===== src/rtl/stream_rr_arbiter_if.sv =====
// Bundles the two upstream streams, the merged output stream and the register port.
// Handshake semantics: a beat moves when valid and rdy are both high at a clk edge.
// slave = arbiter side, master = environment side (sources, sink, register host).
interface stream_rr_arbiter_if #(
  parameter int DATA_W = 128
);
  // upstream stream 1
  logic              s1i_valid;
  logic              s1i_rdy;
  logic [DATA_W-1:0] s1i_data;
  // upstream stream 2
  logic              s2i_valid;
  logic              s2i_rdy;
  logic [DATA_W-1:0] s2i_data;
  // merged stream; so_src 0 = stream 1, 1 = stream 2
  logic              so_valid;
  logic              so_rdy;
  logic [DATA_W-1:0] so_data;
  logic              so_src;
  // register access
  logic              cfg_wr;
  logic [1:0]        cfg_addr;
  logic [31:0]       cfg_wdata;
  logic [31:0]       cfg_rdata;

  modport slave (
    input  s1i_valid, s1i_data, output s1i_rdy,
    input  s2i_valid, s2i_data, output s2i_rdy,
    output so_valid, so_data, so_src, input so_rdy,
    input  cfg_wr, cfg_addr, cfg_wdata, output cfg_rdata
  );

  modport master (
    output s1i_valid, s1i_data, input s1i_rdy,
    output s2i_valid, s2i_data, input s2i_rdy,
    input  so_valid, so_data, so_src, output so_rdy,
    output cfg_wr, cfg_addr, cfg_wdata, input cfg_rdata
  );
endinterface


===== src/rtl/stream_rr_arbiter.sv =====
// Round-robin burst arbiter merging two valid/rdy streams into one registered output.
// Latency: 1 cycle from input transfer to so_valid; full throughput of 1 beat/cycle.
// Backpressure: so_rdy low with the output register full drops the granted sNi_rdy.
// Ports: clk, rst_n (async active-low), bus (slave modport: s1i_*, s2i_*, so_*, cfg_*).
// Registers: 0 burst_len[3:0] (0 acts as 1), 1 cnt1, 2 cnt2, 3 status (read-only).
module stream_rr_arbiter #(
  parameter int DATA_W = 128,
  parameter int CNT_W  = 32
) (
  input  logic                clk,
  input  logic                rst_n,
  stream_rr_arbiter_if.slave  bus
);

  typedef enum logic [1:0] {
    IDLE   = 2'd0,
    GRANT1 = 2'd1,
    GRANT2 = 2'd2
  } state_t;

  localparam logic [CNT_W-1:0] CNT_ONE = 1;

  state_t            state;
  state_t            state_nxt;
  logic              s1_rdy;
  logic              s2_rdy;
  logic              xfer1;
  logic              xfer2;
  logic              out_free;
  logic              out_full;
  logic              out_src;
  logic [DATA_W-1:0] out_data;
  logic              last_src;
  logic [3:0]        burst_cnt;
  logic [3:0]        cur_len;
  logic [3:0]        burst_len;
  logic [3:0]        len_eff;
  logic              last_beat;
  logic              grant_entry;
  logic [CNT_W-1:0]  cnt1;
  logic [CNT_W-1:0]  cnt2;
  logic [31:0]       status;

  // The output slot can take a beat if empty or being drained this cycle.
  assign out_free  = !out_full || bus.so_rdy;
  assign xfer1     = bus.s1i_valid && s1_rdy;
  assign xfer2     = bus.s2i_valid && s2_rdy;
  assign len_eff   = (burst_len == 4'd0) ? 4'd1 : burst_len;
  // This transfer will be the last of the burst; cur_len never exceeds 15 so no wrap issue.
  assign last_beat = (burst_cnt + 4'd1) == cur_len;
  // Any change into a GRANT state, including GRANT1<->GRANT2 hand-over.
  assign grant_entry = (state_nxt != state) && (state_nxt != IDLE);

  // FSM: state register
  always_ff @(posedge clk or negedge rst_n) begin
    if (!rst_n) state <= IDLE;
    else        state <= state_nxt;
  end

  // FSM: next state
  always_comb begin
    state_nxt = state;
    case (state)
      IDLE: begin
        // Tie goes to the source that did not hold the last grant.
        if (bus.s1i_valid && bus.s2i_valid) state_nxt = last_src ? GRANT1 : GRANT2;
        else if (bus.s1i_valid)             state_nxt = GRANT1;
        else if (bus.s2i_valid)             state_nxt = GRANT2;
      end
      GRANT1: begin
        if ((xfer1 && last_beat) || !bus.s1i_valid)
          state_nxt = bus.s2i_valid ? GRANT2 : IDLE;
      end
      GRANT2: begin
        if ((xfer2 && last_beat) || !bus.s2i_valid)
          state_nxt = bus.s1i_valid ? GRANT1 : IDLE;
      end
      default: state_nxt = IDLE;
    endcase
  end

  // FSM: outputs
  always_comb begin
    s1_rdy = 1'b0;
    s2_rdy = 1'b0;
    case (state)
      GRANT1:  s1_rdy = out_free;
      GRANT2:  s2_rdy = out_free;
      default: ;
    endcase
  end

  assign bus.s1i_rdy = s1_rdy;
  assign bus.s2i_rdy = s2_rdy;

  // Burst bookkeeping. burst_len is sampled into cur_len only at grant entry, so a
  // register write mid-burst affects the next grant.
  always_ff @(posedge clk or negedge rst_n) begin
    if (!rst_n) begin
      burst_cnt <= 4'd0;
      cur_len   <= 4'd4;
      last_src  <= 1'b1;
    end else begin
      if (grant_entry) begin
        burst_cnt <= 4'd0;
        cur_len   <= len_eff;
      end else if (xfer1 || xfer2) begin
        burst_cnt <= burst_cnt + 4'd1;
      end
      if (state == GRANT1 && state_nxt != GRANT1) last_src <= 1'b0;
      if (state == GRANT2 && state_nxt != GRANT2) last_src <= 1'b1;
    end
  end

  // One-entry output register; load and drain in the same cycle gives no bubble.
  always_ff @(posedge clk or negedge rst_n) begin
    if (!rst_n) begin
      out_full <= 1'b0;
      out_src  <= 1'b0;
      out_data <= '0;
    end else if (xfer1 || xfer2) begin
      out_full <= 1'b1;
      out_src  <= xfer2;
      out_data <= xfer2 ? bus.s2i_data : bus.s1i_data;
    end else if (bus.so_rdy) begin
      out_full <= 1'b0;
    end
  end

  assign bus.so_valid = out_full;
  assign bus.so_data  = out_data;
  assign bus.so_src   = out_src;

  // Configuration and per-source counters; a clear beats a coincident increment.
  always_ff @(posedge clk or negedge rst_n) begin
    if (!rst_n) begin
      burst_len <= 4'd4;
      cnt1      <= '0;
      cnt2      <= '0;
    end else begin
      if (bus.cfg_wr && bus.cfg_addr == 2'd0) burst_len <= bus.cfg_wdata[3:0];
      if (bus.cfg_wr && bus.cfg_addr == 2'd1) cnt1 <= '0;
      else if (xfer1)                         cnt1 <= cnt1 + CNT_ONE;
      if (bus.cfg_wr && bus.cfg_addr == 2'd2) cnt2 <= '0;
      else if (xfer2)                         cnt2 <= cnt2 + CNT_ONE;
    end
  end

  assign status = {24'b0, out_full, last_src, state, burst_cnt};

  always_comb begin
    bus.cfg_rdata = 32'd0;
    case (bus.cfg_addr)
      2'd0:    bus.cfg_rdata = {28'b0, burst_len};
      2'd1:    bus.cfg_rdata = 32'(cnt1);
      2'd2:    bus.cfg_rdata = 32'(cnt2);
      default: bus.cfg_rdata = status;
    endcase
  end

endmodule


===== src/flat_wrapper.sv =====
// flat-port wrapper written by rule: the top's interface ports become plain ports
module stream_rr_arbiter_flat 
#(
  parameter int DATA_W = 128,
  parameter int CNT_W  = 32
)
  (clk, rst_n, bus_s1i_valid, bus_s1i_data, bus_s1i_rdy, bus_s2i_valid, bus_s2i_data, bus_s2i_rdy, bus_so_valid, bus_so_data, bus_so_src, bus_so_rdy, bus_cfg_wr, bus_cfg_addr, bus_cfg_wdata, bus_cfg_rdata);
  stream_rr_arbiter_if #(.DATA_W(DATA_W)) bus_i ();
  input  logic clk;
  input  logic rst_n;
  input wire logic [$bits(bus_i.s1i_valid)-1:0] bus_s1i_valid;
  input wire logic [$bits(bus_i.s1i_data)-1:0] bus_s1i_data;
  output wire logic [$bits(bus_i.s1i_rdy)-1:0] bus_s1i_rdy;
  input wire logic [$bits(bus_i.s2i_valid)-1:0] bus_s2i_valid;
  input wire logic [$bits(bus_i.s2i_data)-1:0] bus_s2i_data;
  output wire logic [$bits(bus_i.s2i_rdy)-1:0] bus_s2i_rdy;
  output wire logic [$bits(bus_i.so_valid)-1:0] bus_so_valid;
  output wire logic [$bits(bus_i.so_data)-1:0] bus_so_data;
  output wire logic [$bits(bus_i.so_src)-1:0] bus_so_src;
  input wire logic [$bits(bus_i.so_rdy)-1:0] bus_so_rdy;
  input wire logic [$bits(bus_i.cfg_wr)-1:0] bus_cfg_wr;
  input wire logic [$bits(bus_i.cfg_addr)-1:0] bus_cfg_addr;
  input wire logic [$bits(bus_i.cfg_wdata)-1:0] bus_cfg_wdata;
  output wire logic [$bits(bus_i.cfg_rdata)-1:0] bus_cfg_rdata;
  assign bus_i.s1i_valid = bus_s1i_valid;
  assign bus_i.s1i_data = bus_s1i_data;
  assign bus_s1i_rdy = bus_i.s1i_rdy;
  assign bus_i.s2i_valid = bus_s2i_valid;
  assign bus_i.s2i_data = bus_s2i_data;
  assign bus_s2i_rdy = bus_i.s2i_rdy;
  assign bus_so_valid = bus_i.so_valid;
  assign bus_so_data = bus_i.so_data;
  assign bus_so_src = bus_i.so_src;
  assign bus_i.so_rdy = bus_so_rdy;
  assign bus_i.cfg_wr = bus_cfg_wr;
  assign bus_i.cfg_addr = bus_cfg_addr;
  assign bus_i.cfg_wdata = bus_cfg_wdata;
  assign bus_cfg_rdata = bus_i.cfg_rdata;
  stream_rr_arbiter #(.DATA_W(DATA_W), .CNT_W(CNT_W)) u_core (.clk(clk), .rst_n(rst_n), .bus(bus_i));
endmodule

===== config.mk =====
export PLATFORM = sky130hd
export DESIGN_NAME = stream_rr_arbiter_flat
export DESIGN_NICKNAME = d
export VERILOG_FILES = /design/src/rtl/stream_rr_arbiter_if.sv /design/src/rtl/stream_rr_arbiter.sv /design/src/flat_wrapper.sv
export SDC_FILE = /design/constraint.sdc
export NUM_CORES = 1
export LEC_CHECK = 0
export BUFFER_PORTS_ARGS = -buffer_cell sky130_fd_sc_hd__buf_4
export CORE_AREA = 2 2 179 181
export CTS_CLUSTER_SIZE = 10
export DETAILED_ROUTE_END_ITERATION = 10
export DIE_AREA = 0 0 181 183
export PLACE_DENSITY = 0.64
export REMOVE_ABC_BUFFERS = 1
export SLEW_MARGIN = 20
export SYNTH_ARGS = -nofsm -noshare
export SYNTH_HDL_FRONTEND = slang
export SYNTH_SLANG_ARGS = --single-unit

===== constraint.sdc =====
create_clock -name clk -period 2.8 [get_ports clk]
set_input_delay 0.42 -clock clk [delete_from_list [all_inputs] [get_ports clk]]
set_output_delay 0.42 -clock clk [all_outputs]
set_load 0.02 [all_outputs]

; Word-level counts from Yosys, hierarchy flattened
; Cells that the tools add are included.
[totals]
regBits = 209
output_inout_bits = 164
[op_classes]
add_sub_neg = 3
n_eq_ne = 8
muxes = 24
reduce_logical = 27
[ops]
columns = operator, count
row1 = $mux W128, 1
row2 = $mux W32, 4
row3 = $pmux W32 S3, 1
row4 = $add A32 B1 Y32 const B, 2
row5 = $mux W2, 7
row6 = $mux W4, 3
row7 = $reduce_bool A2 Y1, 6
row8 = $logic_and A1 B1 Y1, 11
row9 = $mux W1, 7
row10 = $pmux W2 S3, 1
row11 = $add A4 B1 Y4 const B, 1
row12 = $eq A2 B1 Y1 const B, 2
row13 = $eq A2 B2 Y1 const B, 2
row14 = $eq A4 B4 Y1, 1
row15 = $logic_not A2 Y1, 2
row16 = $logic_not A4 Y1, 1
row17 = $logic_or A1 B1 Y1, 4
row18 = $logic_not A1 Y1, 3
row19 = $ne A2 B1 Y1 const B, 1
row20 = $ne A2 B2 Y1, 1
row21 = $ne A2 B2 Y1 const B, 1

; Longest topological paths before layout
; Gate-level depths: netlist of run 1.
[logic_depth]
depth_word = 12
mapped_depth = 8
depth_no_buf = 6

; Least setup slack after synthesis of run 1
; OpenSTA, ideal clock, no wires.
[synth_timing]
kind = in2out
start = input port bus_cfg_addr[0]
end = output port bus_cfg_rdata[11]
arrival_ps = 1696
path_slack_ps = 684
path_stages = 5
path_buffers = 3
path_cell_list = buf_1 nor2b_1 clkbuf_1 clkbuf_1 a22o_1
[synth_via]
elab_chain_len = 2
elab_cells_between_ends = 4
cone_classes = eq/ne (2) / mux (1) / reduce/logical (1)
[synth_rtl]
columns = item, line
row1 = start: declaration, flat_wrapper.sv:22  ; input wire logic [$bits(bus_i.cfg_addr)-1:0] bus_cfg_addr;
row2 = "$eq A2 B2 Y1, or another cell as far along", stream_rr_arbiter.sv:153  ; case (bus.cfg_addr)
row3 = $pmux W32 S3 (*), stream_rr_arbiter.sv:153
row4 = end: declaration, flat_wrapper.sv:24  ; output wire logic [$bits(bus_i.cfg_rdata)-1:0] bus_cfg_rdata;
; Mark *: on every way between the ends. The rest lies on a longest branch, timed or not.

; Final worst setup path of run 1
[layout_timing]
start = register u_core.state[1]
end = register u_core.cnt1[30]
[layout_via]
elab_chain_len = 4
[layout_rtl]
columns = item, line
row1 = start: declaration, stream_rr_arbiter.sv:23  ; state_t state;
row2 = start signal: assignment, stream_rr_arbiter.sv:57  ; else state <= state_nxt;
row3 = $eq A2 B1 Y1, stream_rr_arbiter.sv:86  ; case (state)
row4 = $mux W1, stream_rr_arbiter.sv:86
row5 = $logic_and A1 B1 Y1, stream_rr_arbiter.sv:46  ; assign xfer1 = bus.s1i_valid && s1_rdy;
row6 = $reduce_bool A2 Y1 (no line), -
row7 = end signal: assignment, stream_rr_arbiter.sv:143  ; else if (xfer1) cnt1 <= cnt1 + CNT_ONE;
row8 = end: declaration, stream_rr_arbiter.sv:40  ; logic [CNT_W-1:0] cnt1;
; No other way between the ends.
; A chain may end at the register's enable or synchronous reset.

==> flow_summary.yaml, run 1 <==
outcome:
  status: "complete, no violations"
critical_path:
  r2r_cells: 5
  required_ps: 3240
  crit_slowest_cell: "or4_1"
  max_stage_delay_ps: 580
  cp_max_fo: 12
  cp.arrival_ps: 2760
  cpLargestDelayFamily: "simple AND/OR/NAND/NOR gates"
  worstPathCellList: "nor2b_1, nand4_1, or4_1, or3_1, a21oi_1"
  cp_num_cells: 5
  crit_buf_inv: 0
  path_class: "flop to flop"
  start_kind: "flop"
  setup.worst_path.end_class: "flop"
clock_network:
  post_cts_buffers: 0
  cts_tree: "built"
  cts-root-buf: "clkbuf_16"
  htree_levels: 1
  cts_resized: 0
  cts_max_path_buffers: 3
  ctsHoldBuffers: 1
  cts_made_buffers: 26
  clock-sinks: 209
  path_clk_slew_ps: 50
  clk_latency_ps: 540
synthesis:
  synth.top_cell.area_share: 0.499
  synth_cell_type_count: 49
  synth_most_common_cell: "nand2_1"
  synth-seq-cells: 209
  synth-async-reset-ratio: 1.00
  syn-cell-area_um2: 10300
  syn_avg_cell_area_um2: 8.64
  ys_top_cells_by_area: "dfrtp_1 (50%), nand2_1 (11%), a31oi_1 (7.9%)"
  synth_commonest_cells: "nand2_1 (293), dfrtp_1 (206), nor2_1 (192), a31oi_1 (130), clkbuf_1 (68)"
  synth.yosys.seq_area_share: 0.507
  synth_top_area_cell: "dfrtp_1"
  netlist_instances: 1194
  ys_warn_count: 0
  synth-edff-count: 0
  ys.flop_type: "dfrtp_1"
global_route:
  grt_pass1_wl_um: 58200
  grt_pass1_vias: 10150
  grt_util_all_layers: 0.224
  antenna_found_initial: 5
  gr-total-overflow: 0
  grt_max_degree: 90
die:
  start_util: 0.330
  dieArea_um2: 33100
  core_area_um2: 31200
  dieHeight_um: 183
  rows: 65
  die_x_um: 181
  io_pins: 460
route:
  ant_nets: 0
  route.detailed.drc: 0
  avgViaCountPerCell: 5.04
  routed_wl_um: 38200
  drt_iter0_drc: 575
  wl_per_cell_um: 19.0
  via_count: 10161
  dr.pass1.iters: 4
run:
  cap_viol_max_count: 0
sta:
  hold_violations: 0
  fin_ws_ps: 485
  fin_skew_ps: 22.1
  setup_viol: 0
  fin_crit_sh: 0.827
  hold_ws_ps: 134
  final_max_slew_viol_count: 0
  period_needed_ps: 2310
  worst-slew-pin-transition_ps: 644
  max-slew-margin-rel: 0.571
  grt_setup_unrepaired: "false"
  fmax_mhz: 432
placed_design:
  dp_hpwl_um: 28500
  dp_slack_ps: 300
  place.port_buffers: 431
  place_congestion: 0.873
  dpl_cell_area_um2: 14000
final_layout:
  layout-drive-gt1-share: 0.321
  area_growth_pct: 43.5
  n_fill_cell: 3053
  final_area_um2: 14800
  final_net_count: 1895
power_and_ir_drop:
  max-vdd-ir-drop_uv: 607
  p_per_area_nw_per_um2: 929
  finalPower_w: 0.0138
  p_leak_nw: 7.06
min_path:
  min_path_cells: 2
  hp-class: "input pin to flop"
## report_power, final
part / internal, W / switching (W) / leakage (nW) / total, W
Clock: 0.00177 / 0.00128 / 0.371 / 0.00306
Combinational: 0.00246 / 0.00344 / 4.09 / 0.00590
Sequential: 0.00412 / 0.000686 / 2.60 / 0.00480
## flip-flops by register name, summed over array words and instances, names as in the netlist
name,count
u_core.cnt1,32
u_core.bus.so_src,1
u_core.last_src,1
u_core.cnt2,32
u_core.cur_len,4
u_core.burst_len,4
u_core.state,2
u_core.burst_cnt,4
u_core.bus.so_valid,1
u_core.bus.so_data,128
## cell type report
cell class                      count  area, µm²  area share
Timing Repair Buffer              457       3520       0.237
Clock buffer                       38        726      0.0490
Inverter                           10       37.5     0.00253
Tap cell                          402        503      0.0340
Antenna cell                        4       10.0    0.000676
Clock inverter                      4       31.3     0.00211
Multi-Input combinational cell    892       4750       0.321
Sequential cell                   209       5230       0.353
## worst paths after layout
path / to / slack (ps) / from
setup / recovery: u_core.cnt1[30]$_DFFE_PN0P_ / 490 / u_core.state[1]$_DFF_PN0_
hold / removal: u_core.burst_len[3]$_DFFE_PN0P_ / 130 / bus_cfg_wdata[3]
setup reg to reg: u_core.cnt1[30]$_DFFE_PN0P_ / 490 / u_core.state[1]$_DFF_PN0_
hold reg to reg: u_core.bus.so_src$_DFFE_PN0P_ / 480 / u_core.bus.so_src$_DFFE_PN0P_
max in group asynchronous: u_core.cnt1[21]$_DFFE_PN0P_ / 1610 / rst_n
min in group asynchronous: u_core.cnt2[5]$_DFFE_PN0P_ / 390 / rst_n
## routing by layer
layer	vias to the layer above	routed length, µm	GRT usage
met3	92	3240	0.0715
met2	378	18300	0.371
met5	-	0	0
li1	4919	-	-
met1	4772	14500	0.263
met4	0	2270	0.115
## per-stage QoR
step                      TNS [ps]  cells   util
after floorplan            -699080   1111      -
after global placement           0   1969  0.449
after detailed placement         0   1969  0.449
after CTS                        0   2012  0.474
after global routing             0   2015  0.474
final                            0   2016  0.474
## cells by family after synthesis
group | Yosys count | synth area share
DFF | 209 | 0.507
adders and majority gates | 3 | 0.00364
muxes | 17 | 0.0227
AOI/OAI and AO/OA | 200 | 0.126
and+or+nand+nor | 618 | 0.258
buffers and inverters | 93 | 0.0353
xor gates and xnor gates | 54 | 0.0472
## worst reg2reg max path: stages (launching register included)
cell and delay [ps]:
dfrtp_1 500, nor2b_1 380, nand4_1 270, or4_1 580
or3_1 360, a21oi_1 140
## placed cells by master, fill, tap and decap left out, drive strengths merged, types with 2 or more instances in the layout
| cell | Yosys | final |
|---|---|---|
| xnor2 | 38 | 38 |
| ha | 3 | 3 |
| mux4 | 4 | 4 |
| clkbuf | 69 | 38 |
| nor4b | 3 | 3 |
| a31oi | 130 | 130 |
| mux2 | 11 | 11 |
| clkinv | 0 | 4 |
| nand3b | 2 | 2 |
| nand4 | 15 | 15 |
| or4 | 6 | 6 |
| diode | 0 | 4 |
| nand2b | 4 | 4 |
| nand3 | 28 | 28 |
| dfrtp | 206 | 206 |
| nor2b | 5 | 5 |
| o31ai | 3 | 3 |
| and2 | 5 | 5 |
| o21a | 3 | 3 |
| and3 | 10 | 10 |
| buf | 14 | 456 |
| mux2i | 2 | 2 |
| dfstp | 3 | 3 |
| nor2 | 192 | 192 |
| a22o | 29 | 29 |
| nor3 | 14 | 14 |
| or2 | 2 | 2 |
| o21ai | 12 | 12 |
| xor2 | 15 | 15 |
| or3 | 10 | 10 |
| a21oi | 18 | 18 |
| and4 | 8 | 8 |
| nand2 | 293 | 293 |
| inv | 10 | 10 |
| nor4 | 17 | 17 |
| and3b | 2 | 2 |
Note: power is estimated with default switching activity, not from simulation.
==> run 2, diff against run 1 <==
- clock period: 2.8 -> 2.2 ns (I/O delays scaled with it)
==> run 2 against run 1 <==
  * Clock-buffer cell count rose by 4
  * Routed wire length increased by 1.6%
  * Die area stayed put
  * Sequential share of layout area decreased by 0.98 points
  * Worst setup slack worse by 390 ps
  * Sequential cell count unchanged
  * Power is 32% higher
  * Largest cell class unchanged
  * Clock skew fell by 6.6 ps
  * Core utilization grew 1.4 points
==> flow_summary.yaml, run 2 (synthesis gave the netlist of run 1 again) <==
outcome:
  status: "complete, no violations"
die:
  die_x_um: 181
  core_area_um2: 31200
  rows: 65
  start_util: 0.330
  dieHeight_um: 183
  io_pins: 460
  dieArea_um2: 33100
sta:
  setup_viol: 0
  setup_tns_ps: 0
  fin_crit_sh: 0.958
  max-slew-margin-rel: 0.536
  final_max_slew_viol_count: 0
  fin_skew_ps: 15.5
  fmax_mhz: 474
  hold_violations: 0
  worst-slew-pin-transition_ps: 692
  period_needed_ps: 2110
  grt_setup_unrepaired: "false"
placed_design:
  place.port_buffers: 431
  place_congestion: 0.908
  placed_cells: 1999
  dp_hpwl_um: 29400
clock_network:
  cts_max_path_buffers: 3
  clk_latency_ps: 540
  cts-root-buf: "clkbuf_16"
  htree_levels: 1
  cts_made_buffers: 27
  post_cts_buffers: 0
  clock-sinks: 209
  path_clk_slew_ps: 60
  cts_tree: "built"
route:
  ant_nets: 0
  wl_per_cell_um: 18.9
  drt_iter0_drc: 529
  dr.pass1.iters: 4
  route.detailed.drc: 0
  routed_wl_um: 38800
  avgViaCountPerCell: 5.04
  via_count: 10349
power_and_ir_drop:
  p_per_area_nw_per_um2: 1190
  pwr-share-comb: 0.427
  p_int_w: 0.0112
  p_switching_w: 0.00697
  finalPower_w: 0.0181
  p_leak_nw: 7.30
  max-vdd-ir-drop_uv: 728
  clockPowerShare: 0.238
  pwr-share-seq: 0.335
  p_sw_frac: 0.385
global_route:
  grt_pass1_wl_um: 59200
  grt_pass1_vias: 10303
  grt_max_degree: 97
  antenna_found_initial: 3
  grt_util_all_layers: 0.227
  gr-total-overflow: 0
critical_path:
  setup.worst_path.end_class: "output port"
  path_class: "flop to output port"
  required_ps: 1870
  cp.arrival_ps: 1780
  cp_max_fo: 7
  start_kind: "flop"
final_layout:
  n_fill_cell: 3034
  largest_reg_flops: 128
  final_cell_mix: "buf_4 (472), nand2_1 (293), dfrtp_1 (205)"
  ff_latch_area_um2: 5240
  final_net_count: 1927
  area_growth_pct: 47.6
  layout_commonest_cell: "buf_4"
  utilization: 0.488
  final-instance-count-excl-fill: 2052
  multi_input_area_um2: 4760
  layout-drive-gt1-share: 0.336
min_path:
  hp-class: "input pin to flop"
run:
  cap_viol_max_count: 0
==> run 2: changes by cell type in the layout (fill, tap and decap cells not counted), sizes merged <==
cell	delta
buf	+30
clkbuf	+4
clkinv	-1
dlygate4sd3	+1
bufinv	+2
diode	-1
inv	+1
==> run 2: layer usage <==
layer	up-vias	routed length (µm)	GRT usage
met5	-	0	0
met4	0	1690	0.0924
met3	75	3020	0.0669
met2	346	19100	0.392
met1	4946	15000	0.266
li1	4982	-	-
==> run 2: worst paths after layout <==
kind / from / cells past startpoint / slack, ps / endpoint
min in group asynchronous: rst_n / 2 / 300 / u_core.cnt2[4]$_DFFE_PN0P_
setup / recovery: u_core.state[0]$_DFF_PN0_ / 4 / 90 / bus_cfg_rdata[4]
hold / removal: bus_cfg_wdata[2] / 2 / 40 / u_core.burst_len[2]$_DFFE_PN1P_
hold reg to reg: u_core.bus.so_src$_DFFE_PN0P_ / 2 / 520 / u_core.bus.so_src$_DFFE_PN0P_
max in group asynchronous: rst_n / 3 / 1190 / u_core.cnt1[20]$_DFFE_PN0P_
setup reg to reg: u_core.cnt1[5]$_DFFE_PN0P_ / 5 / 120 / u_core.cnt1[30]$_DFFE_PN0P_
==> run 2: cell type report <==
type,instances,share of cell area
diodes,3,0.000493
clock buffers,42,0.0507
clock inverters,6,0.00550
inverters,10,0.00246
multi-input cells,892,0.312
flip-flops and latches,209,0.344
well taps,402,0.0330
repair buffers,488,0.252
==> run 2: metrics by stage <==
| stage | setup WS, ps | cell area, µm² | hold slack (ps) |
|---|---|---|---|
| floorplan | -6120 | 9990 | 34.4 |
| detailed placement | 148 | 14300 | 265 |
| CTS | 35.7 | 15200 | 6.48 |
| global route | 0.754 | 15200 | 14.2 |
| global placement | 147 | 14300 | 263 |
| finish | 91.6 | 15200 | 35.0 |
==> run 2: power by group through the flow <==
stage | combinational [W] | clock, W | sequential (W)
floorplan | 0.00266 | 0 | 0.00757
global placement | 0.00769 | 0 | 0.00607
detailed placement | 0.00780 | 0 | 0.00610
CTS | 0.00781 | 0.00443 | 0.00607
global route | 0.00827 | 0.00456 | 0.00624
finish | 0.00774 | 0.00431 | 0.00607
==> run 2: repair_timing <==
| action | in CTS | in global routing |
|---|---|---|
| hold buffers | 2 | 0 |
| endpoints found under the hold margin | 42 | 0 |
| setup endpoints to repair | 0 | 2 |
| resized for setup | 0 | 2 |
==> run 2: worst max-delay path, cell delays in order (launching register included) <==
cell and delay (ps):
dfrtp_2 450, buf_4 170, mux2_2 270, a22o_1 200, buf_4 160
